`config.mk`:
```
export PLATFORM = sky130hd
export DESIGN_NAME = mmio_fabric
export DESIGN_NICKNAME = d
export VERILOG_FILES = /design/src/rtl/mmio_pkg.sv /design/src/rtl/mmio_sync2.sv /design/src/rtl/mmio_fabric.sv
export SDC_FILE = /design/constraint.sdc
export NUM_CORES = 1
export LEC_CHECK = 0
export BUFFER_PORTS_ARGS = -buffer_cell sky130_fd_sc_hd__buf_4
export CORE_ASPECT_RATIO = 1.25
export CORE_MARGIN = 2
export CORE_UTILIZATION = 46
export CTS_CLUSTER_DIAMETER = 100
export DETAILED_ROUTE_END_ITERATION = 8
export PLACE_DENSITY = 0.78
export SLEW_MARGIN = 20
export SYNTH_ARGS = -nofsm -noshare
export SYNTH_HDL_FRONTEND = slang
export SYNTH_SLANG_ARGS = --single-unit
export TNS_END_PERCENT = 50
```
`constraint.sdc`:
```
create_clock -name i_Clock -period 4.8 [get_ports i_Clock]
set_input_delay 0.96 -clock i_Clock [delete_from_list [all_inputs] [get_ports i_Clock]]
set_output_delay 0.96 -clock i_Clock [all_outputs]
set_load 0.05 [all_outputs]
```
`src/rtl/mmio_pkg.sv`:
```
// Shared region decode for the MMIO fabric.
package mmio_pkg;

  typedef enum logic [1:0] {REG_RAM, REG_OUT, REG_IN, REG_NONE} region_e;

  localparam int unsigned SEL_RAM = 0;
  localparam int unsigned SEL_OUT = 1;
  localparam int unsigned SEL_IN  = 2;

  function automatic region_e decode(input int unsigned sel);
    case (sel)
      SEL_RAM: return REG_RAM;
      SEL_OUT: return REG_OUT;
      SEL_IN:  return REG_IN;
      default: return REG_NONE;
    endcase
  endfunction

endpackage

```
`src/rtl/mmio_sync2.sv`:
```
// Two-flop synchroniser for one asynchronous input port.
module mmio_sync2 #(
  parameter int W = 16
) (
  input  logic         i_Clock,
  input  logic         i_Reset,
  input  logic [W-1:0] i_D,
  output logic [W-1:0] o_Q
);

  logic [W-1:0] s1_q, s2_q;

  always_ff @(posedge i_Clock or posedge i_Reset) begin
    if (i_Reset) begin
      s1_q <= '0;
      s2_q <= '0;
    end else begin
      s1_q <= i_D;
      s2_q <= s1_q;
    end
  end

  assign o_Q = s2_q;

endmodule

```
`src/rtl/mmio_fabric.sv`:
```
// CPU bus fabric: RAM / output-register / input-port decode with a uniform
// 1-cycle read latency and a sticky illegal-access flag.
module mmio_fabric
  import mmio_pkg::*;
#(
  parameter int DATA_W = 16,
  parameter int ADDR_W = 16,
  parameter int RAM_AW = 7,
  parameter int SEL_W  = 4,
  parameter int N_OUT  = 4,
  parameter int N_IN   = 2
) (
  input  logic                    i_Clock,
  input  logic                    i_Reset,
  input  logic [ADDR_W-1:0]       i_Addr,
  input  logic [DATA_W-1:0]       i_WrData,
  input  logic                    i_Wr,
  output logic [DATA_W-1:0]       o_RdData,
  output logic [RAM_AW-1:0]       o_RamAddr,
  output logic [DATA_W-1:0]       o_RamData,
  output logic                    o_RamWren,
  input  logic [DATA_W-1:0]       i_RamQ,
  output logic [N_OUT*DATA_W-1:0] o_Out,
  output logic [N_OUT-1:0]        o_OutStrobe,
  input  logic [N_IN*DATA_W-1:0]  i_In,
  output logic                    o_Err
);

  logic [SEL_W-1:0] sel;
  logic [3:0]       idx;
  region_e          region;
  logic             idx_out_ok;
  logic             wr_out;
  logic             illegal;
  logic             unused_addr;

  assign sel        = i_Addr[ADDR_W-1 -: SEL_W];
  assign idx        = i_Addr[3:0];
  assign region     = decode(32'(sel));
  assign idx_out_ok = ({1'b0, idx} < 5'(N_OUT));
  assign unused_addr = ^i_Addr;

  assign wr_out  = i_Wr && (region == REG_OUT) && idx_out_ok;
  assign illegal = i_Wr && ((region == REG_IN) || (region == REG_NONE) ||
                            ((region == REG_OUT) && !idx_out_ok));

  // RAM path is pure pass-through; reset gates the enable so a write in flight is cancelled.
  assign o_RamAddr = i_Addr[RAM_AW-1:0];
  assign o_RamData = i_WrData;
  assign o_RamWren = i_Wr && (region == REG_RAM) && !i_Reset;

  logic [N_IN-1:0][DATA_W-1:0] in_sync;

  for (genvar p = 0; p < N_IN; p++) begin : g_sync
    mmio_sync2 #(.W(DATA_W)) u_sync (
      .i_Clock (i_Clock),
      .i_Reset (i_Reset),
      .i_D     (i_In[p*DATA_W +: DATA_W]),
      .o_Q     (in_sync[p])
    );
  end

  logic [N_OUT-1:0][DATA_W-1:0] out_q, out_d;
  logic [N_OUT-1:0]             strb_q, strb_d;
  logic [DATA_W-1:0]            rdat_q, rdat_d;
  region_e                      rsel_q;
  logic                         err_q;

  always_comb begin
    out_d  = out_q;
    strb_d = '0;
    rdat_d = '0;
    for (int k = 0; k < N_OUT; k++) begin
      if (wr_out && idx == 4'(k)) begin
        out_d[k]  = i_WrData;
        strb_d[k] = 1'b1;
      end
    end
    // Read mux samples out_q (pre-write), giving read-before-write on a shared edge.
    if (region == REG_OUT) begin
      for (int k = 0; k < N_OUT; k++)
        if (idx == 4'(k)) rdat_d = out_q[k];
    end else if (region == REG_IN) begin
      for (int k = 0; k < N_IN; k++)
        if (idx == 4'(k)) rdat_d = in_sync[k];
    end
  end

  always_ff @(posedge i_Clock or posedge i_Reset) begin
    if (i_Reset) begin
      out_q  <= '0;
      strb_q <= '0;
      rdat_q <= '0;
      rsel_q <= REG_NONE;
      err_q  <= 1'b0;
    end else begin
      out_q  <= out_d;
      strb_q <= strb_d;
      rdat_q <= rdat_d;
      rsel_q <= region;
      err_q  <= err_q | illegal;
    end
  end

  assign o_Out       = out_q;
  assign o_OutStrobe = strb_q;
  assign o_Err       = err_q;
  assign o_RdData    = (rsel_q == REG_RAM) ? i_RamQ : rdat_q;

endmodule
```
==> reports/results.ini <==
[run_status]
status=finished clean

[die]
fp.dieH_um=130.5
die-area_um2=13730
die_w_um=105.2
num_rows=46
core-area_um2=12600
ioPinCount=192
start_util_pct=46.73

[clock_tree]
htreeDepth=4
cts.clk_slew.worst_paths_ps=60
clk_latency_ps=410
numCtsBuffers=17
ctsResizeCount=0
cts_hold_buf=0
cts.sinks=151
post_cts_buffers=0
cts_buffer_depth=2
cts-root-buf=clkbuf_16
cts_tree=done

[worst_setup_path]
worstPathMaxFanout=16
r2r_slack_ps=3680
worstPathArrival_ps=2150
max_stage_delay_ps=750
critical-path-slowest-cell=nor2_2
cpLargestDelayFamily=simple AND/OR/NAND/NOR gates
r2r-start=o_Out[40]
crit_chain=nor2_2 > mux2_2 > buf_4
ff2ff_path_depth=3
worst_ep_required_time_ps=3840
crit_path_end_kind=output pin
worstPathBufferInverterCount=1
start_kind=register
reg2reg_to=rdat_q[8]
crit_type=register to output pin

[route]
route.detailed.drc=0
routed-via-count=3723
drt-pass1-iter-count=4
drt_iter0_drc=94
via_per_inst=5.135
antenna_left=0
wire_per_inst_um=18.35
wirelength_um=13300

[global_route]
grt_max_degree=76
grt_first_pass_wirelength_um=20670
grt_pass1_vias=3952
grtUsageTotal_pct=19.93
grt_remaining_overflow=0
antenna_found_initial=0

[synth]
synth_cells=381
yosys.area_share.adder_pct=0
async_flop_share_pct=100.0
synthMuxAreaShare_pct=22.64
yosysWarnings=0
ys_seq_area_share_pct=64.19
synthFlopType=dfrtp_1
synth_nets=464
yosys.area_share.simple_pct=4.078
synth_compound_area_share_pct=4.545
synth-edff-count=0
synth_cell_types=35
synth_area_um2=5891
avgSynthCellArea_um2=15.46
synth-seq-cells=151
synth_top_family_by_area=multiplexers
synth_xor_area_share_pct=0

[cells_and_area]
drive_above_1_share_pct=55.48
area_growth_pct=33.18
nets=627
n_antenna_cell=0

[power]
leakagePower_nw=4.006
pwr-share-clk_pct=42.9
p_sw_mw=0.8088
powerDensity_nw_per_um2=383.1
max-vdd-ir-drop_mv=0.2358
pwr-share-seq_pct=45.1
swShare_pct=26.91
internal-power_mw=2.196
combPwrFrac_pct=12.0

[placement]
port_buffers=180
hpwl_um=9195
globalplace.congestion=0.7644

[sta]
layout_min_cycle_time_ps=3109
drv_slew=0
setup_viol=0
clock_skew_ps=7.605
slew_headroom_pct=35.00
tightest_slew_ps=973.9
hold_slack_ps=347.4
rsz0062_at_grt=false
fmax_mhz=321.7
setup_tns_ps=0
finalHoldViolCount=0
finalCritPeriodShare_pct=64.76

[job]
maxCapViolations=0

[min_path]
whs_endpoint=g_sync[1].u_sync.o_Q[6]
hp-start=g_sync[1].u_sync.s1_q[6]
min_path_cells=0
holdCritPathClass=register to register

## how the worst max path moves through the flow
stage                          start           to  slack [ps]  cells past startpoint
after CTS                  rsel_q[1]  o_RdData[2]        1620                      3
after global routing       rsel_q[1]  o_RdData[6]        1540                      3
after detailed placement   i_Addr[0]    o_Out[17]        1530                      4
after global placement     i_Addr[0]    o_Out[21]        1600                      4
after floorplan           i_Addr[13]    o_RamWren         820                      2
final                      rsel_q[1]  o_RdData[6]        1690                      3
## area by class of cell
type / count / area, µm²
Sequential cell: 151 / 3781
Inverter: 4 / 18.77
Tap cell: 168 / 210.2
Multi-Input combinational cell: 186 / 1844
Clock buffer: 17 / 425.4
Timing Repair Buffer: 184 / 1406
Fill cell: 964 / 4760
Clock inverter: 15 / 158.9
## logic make-up after synthesis
family | count (synthesis)
DFF | 151
buffers and inverters | 44
muxes | 123
and+or+nand+nor | 28
AOI/OAI and AO/OA | 35
## power by group through the flow
| stage | clock network, mW | logic (mW) | registers [mW] |
|---|---|---|---|
| final | 1.29 | 0.360 | 1.36 |
| after global placement | 0 | 0.356 | 1.38 |
| after floorplan | 0 | 0.147 | 1.46 |
| after global routing | 1.38 | 0.381 | 1.36 |
| after CTS | 1.31 | 0.363 | 1.36 |
| after detailed placement | 0 | 0.362 | 1.38 |
## cell usage in the layout (no fill, tap or decap), drive strengths merged
cell type	netlist	final
inv	4	12
clkbuf	6	17
mux2i	41	41
o221ai	4	4
o22ai	11	11
nand2b	1	1
nand3	6	6
nor4bb	1	1
nor2	3	3
bufinv	0	1
nor3	1	1
mux2	82	82
a2bb2oi	4	4
o21a	2	2
or3	2	2
buf	34	184
nand4b	1	1
or4b	1	1
dfstp	2	2
nor3b	1	1
nand2	2	2
o21ai	2	2
o211ai	1	1
nor4b	5	5
dfrtp	149	149
o22a	11	11
clkinvlp	0	2
nor2b	1	1
and4b	1	1
clkinv	0	4
or3b	1	1
nand4	1	1
## registers in the layout, indices dropped and copies added, names as in the netlist
signal and flops:
g_sync.u_sync.o_Q 32, g_sync.u_sync.s1_q 32, o_Err 1, o_Out 64
o_OutStrobe 4, rdat_q 16, rsel_q 2
## cells in the mapped netlist (3+ instances only)
| cell type | number | area, µm² |
|---|---|---|
| a2bb2oi_1 | 4 | 35.03 |
| buf_1 | 3 | 11.26 |
| buf_2 | 7 | 35.03 |
| buf_4 | 23 | 172.7 |
| clkbuf_1 | 6 | 22.52 |
| dfrtp_1 | 149 | 3729 |
| inv_1 | 4 | 15.01 |
| mux2_2 | 81 | 912.1 |
| mux2i_1 | 41 | 410.4 |
| nand3_1 | 5 | 25.02 |
| nor2_1 | 3 | 11.26 |
| nor4b_1 | 3 | 26.28 |
| o221ai_1 | 4 | 35.03 |
| o22a_1 | 11 | 96.34 |
| o22ai_1 | 11 | 68.82 |
## layer usage
metal / wire length [µm] / global-route usage [%]
met3: 784 / 6.151
met1: 4972 / 21.65
met5: 0 / 0
met2: 7324 / 36.66
met4: 223 / 7.451
## worst reg2reg max path, stage by stage (launching register included)
cell	delay, ps
dfrtp_1	400
mux2i_1	160
a2bb2oi_1	250
o221ai_1	170
## stage by stage
step	instance area (µm²)	cells	power [mW]	utilization, %	setup slack (ps)
3_3_place_gp	7241	692	1.733	57.44	1596
4_1_cts	7825	724	3.033	62.08	1621
5_1_grt	7845	725	3.118	62.24	1543
6_report	7845	725	3.005	62.24	1691
3_5_place_dp	7241	692	1.742	57.44	1530
2_1_floorplan	5894	381	1.611	-	818.7
Power figures use the tool's default switching activity.
